===== src/rtl/pc_npc_unit.sv =====
// pc_npc_unit: PC/nPC pair for a delayed-branch fetch stage with trap redirect, one-cycle flush and optional PC history (PC_HIST_EN)
// Ports: clk, reset_n (async active-low); le advance enable; br_taken/br_target delayed branch;
// annul_req annuls the instruction entering pc; trap_req/trap_vec trap redirect; hist_idx history index;
// pc/npc fetch addresses; annul_q squash flag for pc; flush high in TRAP_HOLD; hist_data selected history entry.
module pc_npc_unit #(
  parameter int WIDTH = 32,
  parameter logic [WIDTH-1:0] RESET_PC = '0,
  parameter logic [WIDTH-1:0] INC = WIDTH'(4),
  parameter int HIST_DEPTH = 4
) (
  input  logic                          clk,
  input  logic                          reset_n,
  input  logic                          le,
  input  logic                          br_taken,
  input  logic [WIDTH-1:0]              br_target,
  input  logic                          annul_req,
  input  logic                          trap_req,
  input  logic [WIDTH-1:0]              trap_vec,
  input  logic [$clog2(HIST_DEPTH)-1:0] hist_idx,
  output logic [WIDTH-1:0]              pc,
  output logic [WIDTH-1:0]              npc,
  output logic                          annul_q,
  output logic                          flush,
  output logic [WIDTH-1:0]              hist_data
);
  localparam int HW = $clog2(HIST_DEPTH);
  typedef enum logic {RUN, TRAP_HOLD} state_t;
  state_t state, state_d;
  logic [WIDTH-1:0] pc_d, npc_d;
  logic annul_d, rec;
  always_ff @(posedge clk or negedge reset_n) begin
    if (!reset_n) begin
      state   <= RUN;
      pc      <= RESET_PC;
      npc     <= RESET_PC + INC;
      annul_q <= 1'b0;
    end else begin
      state   <= state_d;
      pc      <= pc_d;
      npc     <= npc_d;
      annul_q <= annul_d;
    end
  end
  always_comb begin
    state_d = RUN;
    pc_d    = pc;
    npc_d   = npc;
    annul_d = annul_q;
    rec     = 1'b0;
    if (state == RUN && trap_req) begin
      state_d = TRAP_HOLD;
      pc_d    = trap_vec;
      npc_d   = trap_vec + INC;
      annul_d = 1'b0;
      rec     = 1'b1;
    end else if (state == RUN && le) begin
      pc_d    = npc;
      npc_d   = br_taken ? br_target : npc + INC;
      annul_d = annul_req;
      rec     = 1'b1;
    end
  end
  assign flush = (state == TRAP_HOLD);
`ifdef PC_HIST_EN
  logic [WIDTH-1:0] hist [HIST_DEPTH];
  logic [HW-1:0] wptr;
  always_ff @(posedge clk or negedge reset_n) begin
    if (!reset_n) begin
      wptr <= '0;
      for (int i = 0; i < HIST_DEPTH; i++) hist[i] <= '0;
    end else if (rec) begin
      hist[wptr] <= pc;
      wptr       <= wptr + HW'(1);
    end
  end
  // wptr points at the next free slot, so the newest entry sits one behind it
  assign hist_data = hist[wptr - HW'(1) - hist_idx];
`else
  logic unused_hist;
  assign unused_hist = ^{hist_idx, rec};
  assign hist_data   = '0;
`endif
endmodule


===== config.mk =====
export PLATFORM = sky130hd
export DESIGN_NAME = pc_npc_unit
export DESIGN_NICKNAME = d
export VERILOG_FILES = /design/src/rtl/pc_npc_unit.sv
export SDC_FILE = /design/constraint.sdc
export NUM_CORES = 1
export LEC_CHECK = 0
export BUFFER_PORTS_ARGS = -buffer_cell sky130_fd_sc_hd__buf_2
export CORE_MARGIN = 2
export CORE_UTILIZATION = 50
export CTS_BUF_LIST = sky130_fd_sc_hd__clkbuf_8
export DETAILED_ROUTE_END_ITERATION = 8
export PLACE_DENSITY = 0.78
export SKIP_LAST_GASP = 1
export SYNTH_ARGS = -nofsm -noshare
export SYNTH_HDL_FRONTEND = slang
export SYNTH_SLANG_ARGS = --single-unit

===== constraint.sdc =====
create_clock -name clk -period 5.2 [get_ports clk]
set_input_delay 0.26 -clock clk [delete_from_list [all_inputs] [get_ports clk]]
set_output_delay 0.26 -clock clk [all_outputs]
set_load 0.01 [all_outputs]

Word-level counts from Yosys, hierarchy flattened
Cells that the tools add are included.
{"block": "totals", "wordCells": 18, "regBits": 66}
{"block": "op_classes", "reduce_logical": 3, "addsub": 2, "bitwise": 1, "n_mux": 8}
{"op": "$mux 32", "n": 5}
{"op": "$add 32x3->32 const B", "n": 2}
{"op": "$mux 1", "n": 3}
{"op": "$logic_and 1x1->1", "n": 2}
{"op": "$reduce_bool 2->1", "n": 1}
{"op": "$not 1->1", "n": 1}

Longest topological paths before layout
Gate-level depths: netlist of run 1.
{"block": "depth", "word_depth": 4, "mapped_depth": 7, "depth_no_buf": 6}

Worst setup path after synthesis of run 1
OpenSTA, ideal clock, no wires.
{"block": "synth_path", "kind": "reg2reg", "start": "register npc[14]", "end": "register npc[23]", "synth_period_minus_slack_ps": 1915, "required_time_ps": 5113, "path_slack_ps": 3285, "arrival_ps": 1828, "path_stages_with_launch": 7, "path_buffers": 1, "cell_sequence": "dfrtp_1 > buf_2 > nand4_1 > nor4_2 > nand4_1 > xor2_1 > a211oi_2"}
{"block": "synth_between", "elab_chain_cells": 4}
{"element": "start, declared", "line": "21", "source": "output logic [WIDTH-1:0] npc,"}
{"element": "start signal, assigned", "line": "35", "source": "npc <= RESET_PC + INC;"}
{"element": "start signal, assigned", "line": "40", "source": "npc <= npc_d;"}
{"element": "$add 32x3->32", "line": "58", "source": "npc_d = br_taken ? br_target : npc + INC;"}
{"element": "$mux 32", "line": "58"}
{"element": "$mux 32", "line": "56", "source": "end else if (state == RUN && le) begin"}
{"element": "$mux 32", "line": "50", "source": "if (state == RUN && trap_req) begin"}
No other way between the ends. The select of a mux whose other input is x is not followed.
A chain may end at the register's enable or synchronous reset.

Final worst setup path of run 1
{"block": "layout_path", "start": "input trap_req", "end": "register npc[24]"}
{"block": "layout_between", "elab_chain_cells": 2, "word_cells_on_any_way": 3, "classes_between": "mux: 1; reduce/logical: 2"}
{"element": "start, declared", "line": "17", "source": "input logic trap_req,"}
{"element": "$logic_and 1x1->1 *", "line": "50"}
{"element": "$mux 32 or $reduce_bool 2->1 (tied branches)"}
Mark *: on every way between the ends. The rest lies on a longest branch, timed or not.

==> results of run 1 <==
how the worst min path moves through the flow:
stage	end	startpoint	slack, ns
finish	pc[0]	reset_n	0.12
global placement	annul_q	annul_req	0.48
detailed placement	annul_q	annul_q	0.49
floorplan	annul_q	reset_n	-0.04
CTS	annul_q	annul_req	0.13
global route	annul_q	annul_req	0.13
kinds of logic (layout without fill, tap and decap cells):
| kind of cell | after synthesis | count (layout) | synth area share (%) |
|---|---|---|---|
| buffers and inverters | 82 | 165 | 9.93 |
| and+or+nand+nor | 201 | 201 | 23.2 |
| other | 1 | 32 | 0.0763 |
| xor gates and xnor gates | 33 | 33 | 5.88 |
| DFF | 66 | 66 | 33.6 |
| AOI/OAI and AO/OA | 203 | 203 | 25.9 |
| muxes | 4 | 4 | 0.815 |
| adders and majority gates | 2 | 2 | 0.509 |
layer usage:
layer / share of wire [%] / global-route usage (%) / vias up
met5: 0 / 0 / -
met4: 1.7 / 10.0 / 0
met3: 8.3 / 4.27 / 22
met2: 47 / 45.6 / 289
met1: 43 / 42.9 / 2544
li1: - / - / 2362
final cells by class:
class / instances / area (um2) / share of cell area, %
multi-input cells: 475 / 2900 / 51.0
flip-flops and latches: 66 / 1650 / 29.1
repair buffers: 140 / 713 / 12.6
clock buffers: 13 / 179 / 3.15
well taps: 133 / 166 / 2.93
clock inverters: 3 / 37.5 / 0.661
inverters: 9 / 33.8 / 0.595
critical path, delay by kind of cell:
| family | cells | cell delay (ns) |
|---|---|---|
| compound gates | 2 | 0.31 |
| buf+inv | 2 | 1.42 |
| simple gates | 3 | 1.01 |
cell usage in the layout, fill, tap and decap left out, types with 3 or more instances in the layout:
cell type	instances
nor2b_1	30
xnor2_1	14
buf_2	135
xor2_1	19
and4_1	4
nor3_1	9
conb_1	32
and2_1	4
inv_1	9
o211ai_1	7
a31oi_1	6
o21ai_0	54
or4_1	3
a22oi_1	36
o22ai_1	8
a21o_1	4
nand4_1	23
nand2_1	43
dfrtp_1	65
or3_1	3
nor4_2	3
nor4_1	11
nor2_1	27
buf_4	5
clkbuf_8	13
mux2i_1	4
o31ai_1	5
and3_1	3
nand3_1	23
nand4_2	3
a21oi_1	56
o221ai_1	5
metrics by stage:
stage	area (um2)	instances	setup slack, ns	total power, mW	hold WS, ns
finish	5680	839	2.42	1.70	0.119
global route	5680	839	2.21	1.80	0.126
CTS	5680	839	2.48	1.69	0.125
detailed placement	5460	823	2.14	1.22	0.492
global placement	5460	823	2.19	1.21	0.481
floorplan	5030	623	3.28	1.03	-0.0356
where the power goes:
group	internal, mW	leakage, nW	total (mW)	switching, mW
Clock	0.271	0.118	0.473	0.202
Combinational	0.209	1.48	0.508	0.299
Sequential	0.601	0.788	0.719	0.118
Total	1.08	2.39	1.70	0.619
flip-flops by register name (all words and copies together) (netlist names):
register,count
flush,1
annul_q,1
npc,32
pc,32
==> qor.yml, run 1 <==
run_status:
  status: "finished, final reports clean"
synth:
  synth_top_area_share_pct: 33.1
  yosysMostFrequentCell: "dfrtp_1"
  synth_edf_count: 0
  synth-seq-area-share_pct: 33.6
  syn_area_um2: 4910
  synth_top_area_cell: "dfrtp_1"
  synth_common_cells: "dfrtp_1, a21oi_1, o21ai_0"
  synth_area_leaders: "dfrtp_1, a21oi_1, a22oi_1"
  synth_top_flop_cell: "dfrtp_1"
  avgSynthCellArea_um2: 8.30
  syn-instance-count: 592
  async_reset_ff_share_pct: 100
  ys_ff_latch: 66
  yosysUniqueCellTypes: 68
  yosysWarnings: 0
clock_tree:
  cts_buffers: 9
  clock_path_buffers: 2
  cts_root_buffer: "clkbuf_8"
  cts_tree: "done"
  clk_pin_slew_ns: 0.07
  clk_latency_ns: 0.35
  clock_sinks: 66
  cts_hold_buffers: 0
  htreeDepth: 3
  postCtsSetupBuffers: 0
  ctsResizeCount: 0
setup_path:
  cp_data_required_time_ns: 5.44
  ff2ff_setup_slack_ns: 2.55
  cp_cell_sequence: "buf_2 -> nand2b_4 -> inv_2 -> nor2_1 -> a21oi_1 -> o22ai_1 -> nor4_1"
  r2r-end: "npc[24]"
  cp_slowest_stage_delay_ns: 0.88
  reg2reg_depth: 6
  endpoint_kind: "register"
  critPathSlowestCell: "inv_2"
  crit_type: "in2reg"
  r2r-start: "flush"
  critical_path.startpoint_type: "input port"
  crit_path_start: "trap_req"
  worstPathMaxFanout: 53
  crit_path_end: "npc[24]"
  cp.arrival_ns: 3.02
layout:
  drive_gt1_share_pct: 24.8
  final_core_util_pct: 58.9
  antenna_cells: 0
  areaGrowthSynthToFinish_pct: 15.6
  nets: 775
  fill_cells: 899
floorplan:
  dieArea_um2: 10600
  core_area_um2: 9640
  std_cell_rows: 36
  die_w_um: 103
  fp.dieH_um: 103
  start_util_pct: 51.0
  io_pins: 170
timing:
  setup_viol: 0
  skew_ns: 0.0102
  worst_pin_slew_ns: 1.21
  tns_ns: 0
  report.final.slew_viol_count: 0
  final_hold_viol_count: 0
  fmax_ghz: 0.359
  rsz0062_at_grt: "false"
  relSlewSlack_pct: 18.5
  layout_min_cycle_time_ns: 2.78
  finalCritPeriodShare_pct: 53.5
routing:
  drc: 0
  vias: 5217
  viasPerCell: 6.22
  ant_nets: 0
  first_pass_iters: 5
  drtIter0Drc: 388
  drt_wl_total_um: 15800
  wire_per_inst_um: 18.8
global_route:
  grt_pass1_wl_um: 24500
  grt_max_degree: 67
  grt_pass1_vias: 4681
  antenna_found_initial: 0
  grt_overflow_total: 0
  grtUsageTotal_pct: 29.7
power:
  p_leak_nw: 2.39
  power_density_nw_per_um2: 299
  vdd_drop_max_mv: 0.147
place:
  dp_hpwl_um: 10700
  port_buffers: 135
  gp_congestion: 0.893
run:
  cap_violations: 0
min_path:
  hold_class: "in2async"
Power figures use the tool's default switching activity.
==> run 2, diff against run 1 <==
CORE_UTILIZATION = 47   (was 50)
PLACE_DENSITY = 0.77   (was 0.78)
clock period = 2.3 ns   (was 5.2 ns; I/O delays follow)
==> qor.yml, run 2 (synthesis gave the netlist of run 1 again) <==
place:
  place_inst: 850  # +3.3%
  port_buffers: 135  # unchanged
  dp_hpwl_um: 12000  # +12%
  gp_congestion: 0.928  # +3.9%
  placedInstanceArea_um2: 5650  # +3.4%
clock_tree:
  cts_buffers: 9  # unchanged
  htreeDepth: 3  # unchanged
  cts_tree: "done"
  cts_root_buffer: "clkbuf_8"
  clk_pin_slew_ns: 0.08  # about the same
  clock_sinks: 66  # unchanged
  clock_path_buffers: 2  # unchanged
  clk_latency_ns: 0.37  # +0.02 ns
run_status:
  status: "finished, final reports clean"
layout:
  fill_cells: 970  # +7.9%
  largest_registers: "npc: 32 flops, pc: 32 flops"
  drive_gt1_share_pct: 27.2  # +2.4 points
  areaGrowthSynthToFinish_pct: 19.0
  stdcell_area_um2: 5850  # +3.0%
  nets: 801  # +3.4%
  fin_cells: 868  # +3.5%
  final_core_util_pct: 57.2  # -1.7 points
  final_cell_mix: "buf_2, dfrtp_1, a21oi_1, o21ai_0, nand2_1"
  antenna_cells: 0  # unchanged
  final_common_cell: "buf_2"
floorplan:
  start_util_pct: 48.0  # -2.9 points
  fp.dieH_um: 106  # +3.0%
  std_cell_rows: 37  # +2.8%
  dieArea_um2: 11300  # +6.1%
  die_w_um: 106  # +3.0%
  core_area_um2: 10200  # +6.1%
  io_pins: 170  # unchanged
run:
  cap_violations: 0  # unchanged
timing:
  fmax_ghz: 0.493
  report.final.slew_viol_count: 0  # unchanged
  setup_viol: 0  # unchanged
  tns_ns: 0  # unchanged
  final_hold_viol_count: 0  # unchanged
  skew_ns: 0.00647  # -0.00368 ns
  relSlewSlack_pct: 60.1  # +42 points
  worst_pin_slew_ns: 0.596  # -0.610 ns
  rsz0062_at_grt: "false"
  finalCritPeriodShare_pct: 88.2
  layout_min_cycle_time_ns: 2.03
global_route:
  grt_overflow_total: 0  # unchanged
  antenna_found_initial: 0  # unchanged
  grtUsageTotal_pct: 29.1  # -0.55 points
  grt_max_degree: 39  # -42%
  grt_pass1_wl_um: 25900  # +5.5%
  grt_pass1_vias: 4926  # +5.2%
routing:
  ant_nets: 0  # unchanged
  viasPerCell: 6.07  # -2.4%
  drc: 0  # unchanged
  drt_wl_total_um: 16500  # +4.5%
  drtIter0Drc: 383  # -1.3%
  first_pass_iters: 5  # unchanged
  vias: 5267  # +0.96%
  wire_per_inst_um: 19.0  # +1.0%
setup_path:
  worstPathMaxFanout: 9  # -83%
  critical_path.startpoint_type: "register"
  cp_data_required_time_ns: 2.57  # -2.87 ns
  cp.arrival_ns: 2.29  # -0.73 ns
  crit_type: "reg2reg"
  endpoint_kind: "register"
power:
  vdd_drop_max_mv: 0.296  # +100%
  power_density_nw_per_um2: 648  # +120%
  p_leak_nw: 2.50  # +4.8%
min_path:
  hold_class: "in2reg"
[run 2: cell types whose count changed in the layout (fill, tap and decap cells not counted), sizes merged]
cell	delta
buf	+24
bufinv	-1
clkbuf	-1
clkinv	+2
dlygate4sd3	+2
[run 2: what timing repair did]
| action | in CTS | in global routing |
|---|---|---|
| hold buffers | 2 | 0 |
| resized for setup | 0 | 0 |
| hold endpoints to repair | 66 | 0 |
| buffers inserted | 0 | 0 |
[run 2: area by class of cell]
| type | count | area (um2) | share of cell area [%] |
|---|---|---|---|
| multi-input cells | 475 | 2900 | 49.5 |
| flip-flops and latches | 66 | 1650 | 28.3 |
| repair buffers | 166 | 913 | 15.6 |
| well taps | 136 | 170 | 2.91 |
| clock buffers | 12 | 165 | 2.82 |
| inverters | 9 | 33.8 | 0.578 |
| clock inverters | 4 | 17.5 | 0.299 |
[run 2: worst max-delay path, stage by stage (launching register included)]
cell and delay (ns):
dfstp_2 0.61, ha_1 0.23, nand3_1 0.15, or4_1 0.47
o21ai_1 0.15, a21oi_1 0.05, nor4_1 0.28
[run 2: where the power goes]
part	internal, mW	total, mW	switching [mW]
sequential	1.36	1.60	0.239
combinational	0.519	1.24	0.718
clock	0.469	0.955	0.486
total	2.35	3.79	1.44
[run 2: final timing paths]
check                       startpoint       to  slack (ns)  depth (start not counted)
max                             npc[2]  npc[24]        0.27                          6
min                        trap_vec[0]    pc[0]       0.006                          3
max reg2reg                     npc[2]  npc[24]        0.27                          6
min reg2reg                    annul_q  annul_q        0.51                          1
max in group asynchronous      reset_n  npc[22]        1.53                          3
min in group asynchronous      reset_n   pc[10]        0.34                          3
[run 2: per-stage QoR]
stage	setup slack, ns	hold WS [ns]	total power, mW
after global placement	0.330	0.159	2.79
after detailed placement	0.303	0.172	2.83
final	0.272	0.00571	3.79
after CTS	0.286	0.00609	3.77
after floorplan	0.385	-0.181	2.32
after global routing	0.144	0.0319	3.98
[run 2: per-layer routing]
metal	wire length (um)	track usage (%)
met4	426	12.1
met2	7590	45.3
met3	1480	3.37
met5	0	0
met1	6980	41.1
==> run 3, diff against run 2 <==
CORE_UTILIZATION = 50   (was 47)
PLACE_DENSITY = 0.78   (was 0.77)
clock period = 1.9 ns   (was 2.3 ns; I/O delays follow)
==> qor.yml, run 3 (synthesis gave the netlist of run 1 again) <==
clock_tree:
  clk_pin_slew_ns: 0.08  # about the same
  cts_root_buffer: "clkbuf_8"
  clock_path_buffers: 2  # unchanged
  htreeDepth: 3  # unchanged
  cts_buffers: 9  # unchanged
  clk_latency_ns: 0.36  # about the same
  cts_tree: "done"
  clock_sinks: 66  # unchanged
power:
  p_leak_nw: 2.63  # +5.1%
  power_density_nw_per_um2: 772  # +19%
  vdd_drop_max_mv: 0.470  # +59%
  finalPower_mw: 4.72  # +25%
floorplan:
  start_util_pct: 51.0  # +2.9 points
  std_cell_rows: 36  # -2.7%
  core_area_um2: 9640  # -5.8%
  fp.dieH_um: 103  # -2.9%
  dieArea_um2: 10600  # -5.8%
  die_w_um: 103  # -2.9%
  io_pins: 170  # unchanged
timing:
  rsz0062_at_grt: "true"
  final_hold_viol_count: 0  # unchanged
  tns_ns: -0.0481  # -0.0481 ns
  layout_min_cycle_time_ns: 1.94  # -0.0863 ns
  worst_pin_slew_ns: 0.594  # -0.00157 ns
  skew_ns: 0.0127  # +0.00626 ns
  fin_ws_ns: -0.0416  # -0.314 ns
  setup_viol: 2  # +2
  report.final.slew_viol_count: 0  # unchanged
  finalCritPeriodShare_pct: 102  # +14 points
  relSlewSlack_pct: 60.4  # +0.25 points
  fmax_ghz: 0.515  # +4.4%
setup_path:
  reg2reg_depth: 5  # -1
  cp_cell_sequence: "nand4_2 -> or4_4 -> o21a_1 -> o21ai_0 -> o211ai_1"
  ff2ff_setup_slack_ns: -0.04  # -0.31 ns
  cp_data_required_time_ns: 2.13  # -0.44 ns
  cp.arrival_ns: 2.17  # -0.12 ns
  cpLargestDelayFamily: "simple AND/OR/NAND/NOR gates"
  r2r-end: "npc[17]"
  crit_cells: 5  # -1
  critPathSlowestCell: "or4_4"
  r2r-start: "npc[6]"
  worstPathMaxFanout: 8  # -1
  crit_path_end: "npc[17]"
  cp_slowest_stage_delay_ns: 0.64  # +0.03 ns
  crit_type: "reg2reg"
  endpoint_kind: "register"
  critical_path.startpoint_type: "register"
  crit_path_start: "npc[6]"
  critPathBufInv: 0  # unchanged
global_route:
  grtUsageTotal_pct: 31.2  # +2.1 points
  grt_max_degree: 32  # -18%
  grt_pass1_wl_um: 25500  # -1.3%
  grt_overflow_total: 0  # unchanged
  grt_pass1_vias: 4903  # -0.47%
  antenna_found_initial: 0  # unchanged
place:
  port_buffers: 135  # unchanged
  dp_hpwl_um: 12000  # +0.53%
  post-place-ws_ns: -0.0488  # -0.352 ns
  gp_congestion: 0.875  # -5.8%
  place_inst: 869  # +2.2%
layout:
  antenna_cells: 0  # unchanged
  final_core_util_pct: 63.4  # +6.3 points
  multi_input_area_um2: 2950  # +1.9%
  fill_cells: 871  # -10%
  final_cell_mix: "buf_2, dfrtp_1, a21oi_1, o21ai_0, buf_4"
  drive_gt1_share_pct: 30.5  # +3.3 points
  largest_registers: "npc: 32 flops, pc: 32 flops"
  nets: 828  # +3.4%
  register_area_um2: 1650  # unchanged
  fin_cells: 890  # +2.5%
  final_common_cell: "buf_2"
  areaGrowthSynthToFinish_pct: 24.4
run_status:
  status: "complete, but fails checks"
  violations: "setup timing"
routing:
  ant_nets: 0  # unchanged
  wire_per_inst_um: 18.8  # -1.2%
  vias: 5393  # +2.4%
  drt_wl_total_um: 16700  # +1.3%
  first_pass_iters: 7  # +2
  viasPerCell: 6.06  # -0.14%
  drtIter0Drc: 442  # +15%
  drc: 0  # unchanged
run:
  cap_violations: 0  # unchanged
min_path:
  hold_class: "in2reg"
run 3: metal layers:
| metal | GRT usage, % | up-vias | share of wire (%) |
|---|---|---|---|
| li1 | - | 2456 | - |
| met2 | 47.6 | 325 | 46 |
| met1 | 45.2 | 2579 | 42 |
| met5 | 0 | - | 0 |
| met3 | 4.68 | 33 | 9.2 |
| met4 | 11.3 | 0 | 2.0 |
run 3: worst min path at each step:
stage / start / slack (ns) / end / cells past startpoint
2_1_floorplan: reset_n / -0.20 / annul_q / 0
3_3_place_gp: reset_n / 0.12 / pc[11] / 1
5_1_grt: trap_vec[0] / 0.02 / pc[0] / 3
3_5_place_dp: reset_n / 0.13 / pc[11] / 1
6_report: trap_vec[0] / 0.001 / pc[0] / 3
4_1_cts: trap_vec[0] / 0.004 / pc[0] / 3
run 3: through the flow:
stage | cell area, um2 | hold WS, ns
finish | 6110 | 0.00141
global route | 6110 | 0.0194
CTS | 6050 | 0.00438
detailed placement | 5820 | 0.125
floorplan | 5030 | -0.201
global placement | 5820 | 0.123
run 3: worst reg2reg max path: stages, from the launching register on:
cell      delay (ns)
dfrtp_1         0.37
nand4_2         0.30
or4_4           0.64
o21a_1          0.22
o21ai_0         0.18
o211ai_1        0.11
run 3: cell type report:
class / instances / share of cell area, %
tap: 133 / 2.72
inverter: 9 / 0.552
clock inverter: 5 / 0.818
timing repair buffer: 193 / 18.6
sequential: 66 / 27.0
multi-input combinational: 475 / 48.3
clock buffer: 9 / 2.03
run 3: repair_timing:
action,4_1_cts,5_1_grt
setup buffers,0,2
pin swaps,1,1
gates cloned,0,0
setup endpoints to repair,1,11
gates resized for setup,1,11
hold buffers,5,0
hold endpoints to repair,23,0
run 3: where the power goes:
part	total (mW)	internal (mW)	switching (mW)
clock	1.15	0.580	0.567
sequential	1.87	1.64	0.221
combinational	1.71	0.732	0.978
